`config.mk`:
```
export PLATFORM = sky130hd
export DESIGN_NAME = dm_lsu_flat
export DESIGN_NICKNAME = d
export VERILOG_FILES = /design/src/rtl/dm_lsu_if.sv /design/src/rtl/dm_lsu.sv /design/src/flat_wrapper.sv
export SDC_FILE = /design/constraint.sdc
export NUM_CORES = 1
export LEC_CHECK = 0
export BUFFER_PORTS_ARGS = -buffer_cell sky130_fd_sc_hd__buf_2
export CAP_MARGIN = 10
export CORE_MARGIN = 2
export CORE_UTILIZATION = 46
export DETAILED_ROUTE_END_ITERATION = 8
export GPL_TIMING_DRIVEN = 1
export PLACE_DENSITY_LB_ADDON = 0.1
export SYNTH_ARGS = -nofsm -noshare
export SYNTH_HDL_FRONTEND = slang
export SYNTH_SLANG_ARGS = --single-unit
export TNS_END_PERCENT = 50
```
`constraint.sdc`:
```
create_clock -name clk -period 1.7 [get_ports clk]
set_input_delay 0.34 -clock clk [delete_from_list [all_inputs] [get_ports clk]]
set_output_delay 0.34 -clock clk [all_outputs]
set_load 0.05 [all_outputs]
```
`src/rtl/dm_lsu_if.sv`:
```
`default_nettype none
// ============================================================================
// Module   : dm_lsu_if
// Purpose  : Request/response and data-memory signals of the load/store unit
// Revision : 1.0
// ============================================================================
interface dm_lsu_if;
    logic        req;
    logic        wr;
    logic [1:0]  size;
    logic        uns;
    logic [9:0]  addr;
    logic [31:0] wdata;
    logic        busy;
    logic        done;
    logic        err;
    logic [31:0] rdata;
    logic [9:0]  dm_addr;
    logic        dm_we;
    logic [31:0] dm_din;
    logic [31:0] dm_dout;

    // master: requester plus the memory that answers dm_dout; slave: the LSU itself
    modport master (
        output req, wr, size, uns, addr, wdata, dm_dout,
        input  busy, done, err, rdata, dm_addr, dm_we, dm_din
    );

    modport slave (
        input  req, wr, size, uns, addr, wdata, dm_dout,
        output busy, done, err, rdata, dm_addr, dm_we, dm_din
    );
endinterface
`default_nettype wire

```
`src/rtl/dm_lsu.sv`:
```
`default_nettype none
// ============================================================================
// Module   : dm_lsu
// Purpose  : Byte/halfword/word load-store unit; sub-word stores use read-modify-write
// Revision : 1.0
// ============================================================================
module dm_lsu (
    input  logic    clk,
    input  logic    rst,
    dm_lsu_if.slave bus
);
    localparam logic [1:0] C_IDLE    = 2'd0;
    localparam logic [1:0] C_ACCESS  = 2'd1;
    localparam logic [1:0] C_WRITE   = 2'd2;
    localparam logic [1:0] C_DONE    = 2'd3;

    localparam logic [1:0] C_SZ_BYTE = 2'b00;
    localparam logic [1:0] C_SZ_HALF = 2'b01;
    localparam logic [1:0] C_SZ_WORD = 2'b10;

    logic [1:0]  r_state;
    logic [1:0]  w_next;
    logic        r_wr;
    logic        r_uns;
    logic        r_err;
    logic [1:0]  r_size;
    logic [9:0]  r_addr;
    logic [31:0] r_wdata;
    logic [31:0] r_merge;
    logic [31:0] r_rdata;

    logic        w_req_bad;
    logic [7:0]  w_byte;
    logic [15:0] w_half;
    logic [31:0] w_load;
    logic [4:0]  w_shamt;
    logic [31:0] w_lane_mask;
    logic [31:0] w_lane_data;
    logic [31:0] w_merge;

    always_comb begin
        case (bus.size)
            C_SZ_WORD: w_req_bad = (bus.addr[1:0] != 2'b00);
            C_SZ_HALF: w_req_bad = bus.addr[0];
            C_SZ_BYTE: w_req_bad = 1'b0;
            default:   w_req_bad = 1'b1;
        endcase
    end

    always_ff @(posedge clk) begin
        if (rst) begin
            r_state <= C_IDLE;
        end else begin
            r_state <= w_next;
        end
    end

    always_comb begin
        w_next = r_state;
        case (r_state)
            C_IDLE: begin
                if (bus.req) begin
                    w_next = w_req_bad ? C_DONE : C_ACCESS;
                end
            end
            C_ACCESS: w_next = (r_wr && (r_size != C_SZ_WORD)) ? C_WRITE : C_DONE;
            C_WRITE:  w_next = C_DONE;
            default:  w_next = C_IDLE;
        endcase
    end

    // Load field extraction and sub-word store lane merge, both off the live read word
    always_comb begin
        case (r_addr[1:0])
            2'd0:    w_byte = bus.dm_dout[7:0];
            2'd1:    w_byte = bus.dm_dout[15:8];
            2'd2:    w_byte = bus.dm_dout[23:16];
            default: w_byte = bus.dm_dout[31:24];
        endcase
        w_half = r_addr[1] ? bus.dm_dout[31:16] : bus.dm_dout[15:0];
        case (r_size)
            C_SZ_BYTE: w_load = {{24{~r_uns & w_byte[7]}}, w_byte};
            C_SZ_HALF: w_load = {{16{~r_uns & w_half[15]}}, w_half};
            default:   w_load = bus.dm_dout;
        endcase
        w_shamt     = {r_addr[1:0], 3'b000};
        w_lane_mask = ((r_size == C_SZ_BYTE) ? 32'h0000_00FF : 32'h0000_FFFF) << w_shamt;
        w_lane_data = ((r_size == C_SZ_BYTE) ? {24'd0, r_wdata[7:0]}
                                             : {16'd0, r_wdata[15:0]}) << w_shamt;
        w_merge     = (bus.dm_dout & ~w_lane_mask) | (w_lane_data & w_lane_mask);
    end

    always_ff @(posedge clk) begin
        if (rst) begin
            r_wr    <= 1'b0;
            r_uns   <= 1'b0;
            r_err   <= 1'b0;
            r_size  <= 2'b00;
            r_addr  <= 10'd0;
            r_wdata <= 32'd0;
            r_merge <= 32'd0;
            r_rdata <= 32'd0;
        end else begin
            if ((r_state == C_IDLE) && bus.req) begin
                r_wr    <= bus.wr;
                r_uns   <= bus.uns;
                r_size  <= bus.size;
                r_addr  <= bus.addr;
                r_wdata <= bus.wdata;
                r_err   <= w_req_bad;
            end
            if (r_state == C_ACCESS) begin
                if (r_wr) begin
                    r_merge <= w_merge;
                end else begin
                    r_rdata <= w_load;
                end
            end
        end
    end

    // Write enable is masked by rst so an aborted operation never touches memory
    always_comb begin
        bus.busy    = (r_state != C_IDLE);
        bus.done    = (r_state == C_DONE);
        bus.err     = (r_state == C_DONE) & r_err;
        bus.dm_addr = 10'd0;
        bus.dm_we   = 1'b0;
        bus.dm_din  = 32'd0;
        if (r_state != C_IDLE) begin
            bus.dm_addr = {r_addr[9:2], 2'b00};
        end
        case (r_state)
            C_ACCESS: begin
                if (r_wr && (r_size == C_SZ_WORD)) begin
                    bus.dm_we  = ~rst;
                    bus.dm_din = r_wdata;
                end
            end
            C_WRITE: begin
                bus.dm_we  = ~rst;
                bus.dm_din = r_merge;
            end
            default: ;
        endcase
    end

    assign bus.rdata = r_rdata;
endmodule
`default_nettype wire
```
`src/flat_wrapper.sv`:
```
// flat-port wrapper written by rule: the top's interface ports become plain ports
module dm_lsu_flat 
  (clk, rst, bus_req, bus_wr, bus_size, bus_uns, bus_addr, bus_wdata, bus_dm_dout, bus_busy, bus_done, bus_err, bus_rdata, bus_dm_addr, bus_dm_we, bus_dm_din);
  dm_lsu_if bus_i ();
  input  logic clk;
  input  logic rst;
  input wire logic [$bits(bus_i.req)-1:0] bus_req;
  input wire logic [$bits(bus_i.wr)-1:0] bus_wr;
  input wire logic [$bits(bus_i.size)-1:0] bus_size;
  input wire logic [$bits(bus_i.uns)-1:0] bus_uns;
  input wire logic [$bits(bus_i.addr)-1:0] bus_addr;
  input wire logic [$bits(bus_i.wdata)-1:0] bus_wdata;
  input wire logic [$bits(bus_i.dm_dout)-1:0] bus_dm_dout;
  output wire logic [$bits(bus_i.busy)-1:0] bus_busy;
  output wire logic [$bits(bus_i.done)-1:0] bus_done;
  output wire logic [$bits(bus_i.err)-1:0] bus_err;
  output wire logic [$bits(bus_i.rdata)-1:0] bus_rdata;
  output wire logic [$bits(bus_i.dm_addr)-1:0] bus_dm_addr;
  output wire logic [$bits(bus_i.dm_we)-1:0] bus_dm_we;
  output wire logic [$bits(bus_i.dm_din)-1:0] bus_dm_din;
  assign bus_i.req = bus_req;
  assign bus_i.wr = bus_wr;
  assign bus_i.size = bus_size;
  assign bus_i.uns = bus_uns;
  assign bus_i.addr = bus_addr;
  assign bus_i.wdata = bus_wdata;
  assign bus_i.dm_dout = bus_dm_dout;
  assign bus_busy = bus_i.busy;
  assign bus_done = bus_i.done;
  assign bus_err = bus_i.err;
  assign bus_rdata = bus_i.rdata;
  assign bus_dm_addr = bus_i.dm_addr;
  assign bus_dm_we = bus_i.dm_we;
  assign bus_dm_din = bus_i.dm_din;
  dm_lsu u_core (.clk(clk), .rst(rst), .bus(bus_i));
endmodule
```
==> impl_metrics.csv, run 1 <==
group,metric,value,unit
placement,place.port_buffers,156,
setup_path,cp_top_family,"buffers and inverters",
yosys,synth-seq-cells,113,
clock_network,path_clk_slew,0.05,ns
yosys,synthDistinctLibCells,47,
detailed_routing,ant_nets,0,
global_route,grt_start_max_net_pins,52,
detailed_routing,vias,6086,
sta,max_freq,427,MHz
detailed_routing,drt_iter0_markers,465,
clock_network,clock_sinks,113,
detailed_routing,drc_errors,10,
setup_path,critPathMaxStageDelay,0.33,ns
yosys,synth-simple-area-share,0.214,
yosys,synthFlopType,"dfxtp_1",
setup_path,cp-start-kind,"register",
clock_network,cts_tree,"done",
global_route,grt-ovfl-total,0,
setup_path,reg2reg_from,"u_core.r_state[1]",
yosys,synth_warnings,0,
sta,setup_viol,42,
yosys,synthMuxAreaShare,0.0201,
global_route,grt_pass1_vias,5771,
pwr,finalPower,13200,uW
yosys,synth_compound_area_frac,0.285,
clock_network,clk-insertion-delay-late,0.41,ns
yosys,synth_edf_count,0,
setup_path,cp_data_arrival_time,2.00,ns
cells_and_area,area_growth,51.7,%
cells_and_area,multi_input_area,3470,um^2
clock_network,cts_buffers,17,
detailed_routing,viasPerCell,5.97,
global_route,track_usage,0.303,
sta,max_slew.worst_pin.slew,0.663,ns
die,die_w,113,um
sta,rsz0062_at_grt,"yes",
cells_and_area,final_layout_size_suffix_gt1_frac,0.392,
min_path,hold_path_end,"u_core.r_addr[7]",
pwr,powerDensity,1580,nW/um^2
sta,drv_slew,0,
placement,gp_congestion,0.937,
die,die_area,12800,um^2
placement,dpl.hpwl,13.5,mm
sta,fin_ws,-0.644,ns
cells_and_area,antenna_cells,0,
yosys,synth_area,5490,um^2
cells_and_area,seq_area,2270,um^2
min_path,min-delay-path-class,"in -> reg",
yosys,async_flop_share,0,
die,rows,39,
setup_path,crit_type,"reg -> out",
run_status,violations,"design-rule violations, negative setup slack",
clock_network,cts_root_buf,"clkbuf_16",
die,die_h,113,um
min_path,hp-start,"bus_addr[7]",
sta,finalCriticalPeriod,2.34,ns
min_path,hold_depth,3,
sta,hold_viol,0,
global_route,grt_pass1_wl,30.5,mm
cells_and_area,finalInstanceArea,8330,um^2
detailed_routing,drt_pre_antenna_iters,9,
pwr,peakVddDrop,1070,uV
flow_run,maxCapViolCount,0,
clock_network,htree_num_levels,4,
sta,min_period_over_period,1.38,
setup_path,r2r-end,"u_core.r_merge[26]",
sta,slew_headroom,0.555,
yosys,synth_fa_ha_area_frac,0.00911,
detailed_routing,wl_per_cell,19.7,um
yosys,syn_area_per_cell,7.91,um^2
placement,dpl_worst_slack,-0.295,ns
cells_and_area,n_fill_cell,892,
sta,final.setup_skew,0.00659,ns
clock_network,clock_tree.buffer_depth,2,
setup_path,cp_num_buf_inv,4,
sta,hold_ws,0.167,ns
setup_path,startpoint,"u_core.r_state[1]",
setup_path,worst_r2r_path_depth,7,
cells_and_area,instances_no_fill,1019,
placement,placedCellCount,979,
setup_path,endpoint_kind,"output port",
detailed_routing,wirelength,20.1,mm
setup_path,crit_chain,"inv_2, ha_4, and2_4, nor3b_4, buf_6, buf_16, a22oi_2, nor2b_4, buf_8",
placement,place_area,6980,um^2
setup_path,cp_data_required_time,1.36,ns
die,top_level_ports,159,
run_status,outcome,"finished with violations",
yosys,ys_seq_area_frac,0.412,
yosys,synth_top_family_by_area,"compound AO/OA/AOI/OAI gates",
setup_path,cpMaxStageDelayCell,"dfxtp_2",
yosys,synth_xor_area_frac,0,
global_route,antenna_found_initial,0,
die,initial_core_util,0.477,
setup_path,rrSetupSlack,0,ns
pwr,p_leak,0.00329,uW
die,fp.coreArea,11500,um^2
yosys,synthCells,694,
setup_path,path_max_fanout,8,
cells_and_area,num-nets-final,951,
==> registers in the layout, summed over array words and instances, names as in the netlist <==
signal / flops
u_core.r_wr: 1
u_core.r_uns: 1
u_core.bus.rdata: 32
u_core.r_merge: 32
u_core.r_err: 1
u_core.r_addr: 10
u_core.r_size: 2
u_core.r_wdata: 32
u_core.r_state: 2
==> power by group <==
group / internal (uW) / switching [uW]
logic: 2360 / 3700
clock network: 2320 / 1190
registers: 3220 / 401
==> layout by cell type (no fill, tap or decap), types with 3 or more instances in the layout <==
master and n:
nor2_1 35, a311oi_1 14, buf_2 114, buf_8 8, ha_4 3, o32ai_1 8
buf_16 3, o31ai_1 6, dfxtp_2 3, a221o_1 16, and3_1 7, a21o_1 7
o21ai_0 34, inv_1 5, nor2b_1 8, nand2b_1 3, o221ai_1 9, mux2i_1 11
clkbuf_16 21, nand2_1 150, nor2b_4 40, and2_4 3, a211oi_1 13, dfxtp_1 109
buf_4 37, a221oi_1 8, buf_12 9, a21oi_1 69, o21ai_1 4, a22oi_2 32
buf_6 41, clkbuf_8 5
==> tightest hold or removal path, cell delays in order <==
cell     delay, ns
buf_2         0.10
nand2_1       0.04
a21oi_1       0.05
==> timing repair <==
item                                    4_1_cts  5_1_grt
setup buffers                                 4        4
cloned                                        3        5
hold buffers                                  0        0
gates resized for setup                     118       47
endpoints found under the setup margin       58      107
pin swaps                                     7        6
==> worst max-delay path by stage <==
| stage | endpoint | cells after the start |
|---|---|---|
| after global placement | bus_dm_din[1] | 8 |
| after CTS | bus_dm_din[11] | 9 |
| final | bus_dm_din[16] | 9 |
| after floorplan | bus_dm_din[16] | 8 |
| after global routing | bus_dm_din[16] | 9 |
| after detailed placement | bus_dm_din[27] | 8 |
==> stage by stage <==
step	util	setup TNS [ns]
detailed placement	0.606	-8.52
global placement	0.606	-6.32
CTS	0.700	-22.74
finish	0.723	-22.20
global route	0.723	-23.75
floorplan	-	-10.55
==> synth_stat cells, types with 2 or more instances <==
| cell type | number | area, um^2 |
|---|---|---|
| and3_1 | 8 | 50.1 |
| nand2_1 | 152 | 571 |
| a22oi_1 | 32 | 240 |
| o21ai_1 | 4 | 20.0 |
| buf_4 | 2 | 15.0 |
| a21o_1 | 7 | 52.6 |
| buf_6 | 2 | 22.5 |
| mux2i_1 | 11 | 110 |
| a211oi_1 | 13 | 97.6 |
| a311oi_1 | 14 | 123 |
| a21oi_1 | 69 | 345 |
| nand2b_1 | 3 | 18.8 |
| nor2_1 | 38 | 143 |
| buf_2 | 12 | 60.1 |
| ha_1 | 4 | 50.1 |
| o31ai_1 | 6 | 45.0 |
| and2_1 | 3 | 18.8 |
| a221oi_1 | 8 | 70.1 |
| a221o_1 | 16 | 160 |
| o21ai_0 | 34 | 170 |
| buf_1 | 4 | 15.0 |
| o32ai_1 | 9 | 78.8 |
| inv_1 | 8 | 30.0 |
| a22o_1 | 2 | 17.5 |
| dfxtp_1 | 113 | 2260 |
| nor2b_1 | 49 | 307 |
| o221ai_1 | 9 | 78.8 |
| clkbuf_1 | 43 | 161 |
==> area by class of cell <==
type	instances	area share
clock inverters	5	0.00931
inverters	9	0.00496
flip-flops and latches	113	0.272
clock buffers	24	0.0602
multi-input cells	509	0.416
well taps	143	0.0215
repair buffers	216	0.215
==> layer usage <==
| metal | wire length, um | global-route usage | part of all wire |
|---|---|---|---|
| met1 | 8570 | 0.402 | 0.43 |
| met2 | 9350 | 0.491 | 0.47 |
| met3 | 1530 | 0.0541 | 0.076 |
| met4 | 643 | 0.120 | 0.032 |
| met5 | 0 | 0 | 0 |
==> logic make-up after synthesis <==
group	count (synthesis)
buffers and inverters	73
AO/OA/AOI/OAI	231
other	1
flip-flops	113
adder cells (fa/ha/maj)	4
AND/OR/NAND/NOR	261
multiplexers	11
Note: power is estimated with default switching activity, not from simulation.
==> run 2: changes to the inputs <==
--- a/config.mk
+++ b/config.mk
@@ -8,7 +8,7 @@
 export BUFFER_PORTS_ARGS = -buffer_cell sky130_fd_sc_hd__buf_2
 export CAP_MARGIN = 10
 export CORE_MARGIN = 2
-export CORE_UTILIZATION = 46
+export CORE_UTILIZATION = 45
 export DETAILED_ROUTE_END_ITERATION = 8
 export GPL_TIMING_DRIVEN = 1
 export PLACE_DENSITY_LB_ADDON = 0.1
==> impl_metrics.csv, run 2 (same netlist as run 1, synthesis figures left out) <==
group,metric,value,unit
run_status,outcome,"finished with violations",
run_status,violations,"negative setup slack",
global_route,grt_start_max_net_pins,41,
cells_and_area,area_growth,48.6,%
global_route,grt_pass1_wl,30.2,mm
setup_path,cp_top_family,"buffers and inverters",
detailed_routing,drt_pre_antenna_iters,5,
sta,max_slew.worst_pin.slew,0.678,ns
detailed_routing,wirelength,19.5,mm
detailed_routing,viasPerCell,5.78,
setup_path,crit_type,"reg -> out",
sta,drv_slew,0,
cells_and_area,final_layout_size_suffix_gt1_frac,0.378,
setup_path,cp_data_required_time,1.36,ns
cells_and_area,antenna_cells,0,
cells_and_area,finalInstanceArea,8160,um^2
setup_path,cp-start-kind,"register",
global_route,antenna_found_initial,0,
sta,setup_viol,43,
sta,hold_ws,0.163,ns
placement,dpl.hpwl,13.7,mm
sta,max_freq,434,MHz
global_route,track_usage,0.299,
cells_and_area,fin_util,0.682,
detailed_routing,drt_iter0_markers,360,
setup_path,path_max_fanout,8,
cells_and_area,num-nets-final,947,
detailed_routing,drc_errors,0,
detailed_routing,ant_nets,0,
sta,rsz0062_at_grt,"yes",
detailed_routing,vias,5905,
clock_network,cts_tree,"done",
pwr,p_leak,0.00323,uW
setup_path,cpMaxStageDelayCell,"dfxtp_2",
global_route,grt-ovfl-total,0,
die,fp.coreArea,12000,um^2
die,initial_core_util,0.459,
placement,place_area,6940,um^2
flow_run,maxCapViolCount,0,
sta,hold_viol,0,
die,top_level_ports,159,
setup_path,critPathMaxStageDelay,0.32,ns
cells_and_area,instances_no_fill,1022,
clock_network,htree_num_levels,4,
clock_network,path_clk_slew,0.05,ns
die,die_area,13100,um^2
cells_and_area,final_cell_mix,"150 x nand2_1, 112 x buf_2, 110 x dfxtp_1, 69 x a21oi_1, 46 x buf_4",
clock_network,clk-insertion-delay-late,0.42,ns
sta,slew_headroom,0.545,
pwr,powerDensity,1590,nW/um^2
setup_path,cp_data_arrival_time,1.96,ns
setup_path,endpoint_kind,"output port",
global_route,grt_pass1_vias,5649,
clock_network,clock_tree.buffer_depth,2,
sta,finalCriticalPeriod,2.30,ns
sta,min_period_over_period,1.35,
cells_and_area,layout.cells.most_common,"nand2_1",
pwr,peakVddDrop,891,uV
clock_network,cts_root_buf,"clkbuf_16",
placement,gp_congestion,0.926,
sta,setup_tns,-21.05,ns
die,die_w,114,um
setup_path,cp_num_buf_inv,4,
sta,final.setup_skew,0.00919,ns
placement,placedCellCount,983,
detailed_routing,wl_per_cell,19.1,um
clock_network,cts_buffers,17,
placement,place.port_buffers,156,
sta,fin_ws,-0.603,ns
min_path,min-delay-path-class,"in -> reg",
die,rows,40,
setup_path,crit_chain,"inv_2, ha_4, and2_4, nor3b_4, buf_6, buf_16, a22oi_2, nor2b_4, buf_8",
clock_network,clock_sinks,113,
die,die_h,114,um
## run 2: cell types whose count changed in the layout (fill, tap and decap cells not counted), sizes merged
cell / delta
clkbuf: -4
clkinvlp: +3
buf: -2
clkinv: +2
## run 2: repair_timing
| action | CTS | global route |
|---|---|---|
| resized for setup | 113 | 39 |
| cloned | 2 | 2 |
| setup buffers | 2 | 2 |
| pin swaps | 6 | 4 |
| hold buffers | 0 | 0 |
| endpoints found under the setup margin | 52 | 76 |
## run 2: final timing paths
path / start / end / slack (ns) / cells past startpoint
worst min-delay path: bus_addr[2] / u_core.r_addr[2] / 0.16 / 3
worst max-delay path: u_core.r_state[1] / bus_dm_din[10] / -0.60 / 9
worst min register to register: u_core.r_addr[2] / u_core.r_addr[2] / 0.45 / 2
worst max register to register: u_core.r_size[1] / u_core.bus.rdata[31] / 0.04 / 6
## run 2: metrics by stage
step                total power (uW)  setup slack [ns]
global placement                8940            -0.213
finish                         13000            -0.603
CTS                            12700            -0.606
global route                   13600            -0.678
floorplan                       7400            -0.297
detailed placement              9010            -0.286
## run 2: power by group
| group | switching [uW] | internal (uW) |
|---|---|---|
| clock | 1230 | 2220 |
| sequential | 400 | 3220 |
| combinational | 3610 | 2290 |
| total | 5240 | 7730 |
## run 2: cell type report
| type | instances | area [um^2] |
|---|---|---|
| inverter | 9 | 38.8 |
| timing repair buffer | 212 | 1690 |
| fill | 973 | 3800 |
| sequential | 113 | 2270 |
| clock buffer | 22 | 464 |
| multi-input combinational | 509 | 3410 |
| clock inverter | 10 | 110 |
| tap | 147 | 184 |
## run 2: routing by layer
layer | wire (um) | share of wire | GRT usage | up-vias
met3 | 1250 | 0.064 | 0.0704 | 33
met2 | 9110 | 0.47 | 0.480 | 237
li1 | - | - | - | 2817
met1 | 8730 | 0.45 | 0.396 | 2818
met4 | 399 | 0.020 | 0.0959 | 0
met5 | 0 | 0 | 0 | -
## run 2: tightest hold or removal path, cell delays in order
cell     delay, ns
buf_2         0.09
nand2_1       0.04
a21oi_1       0.05
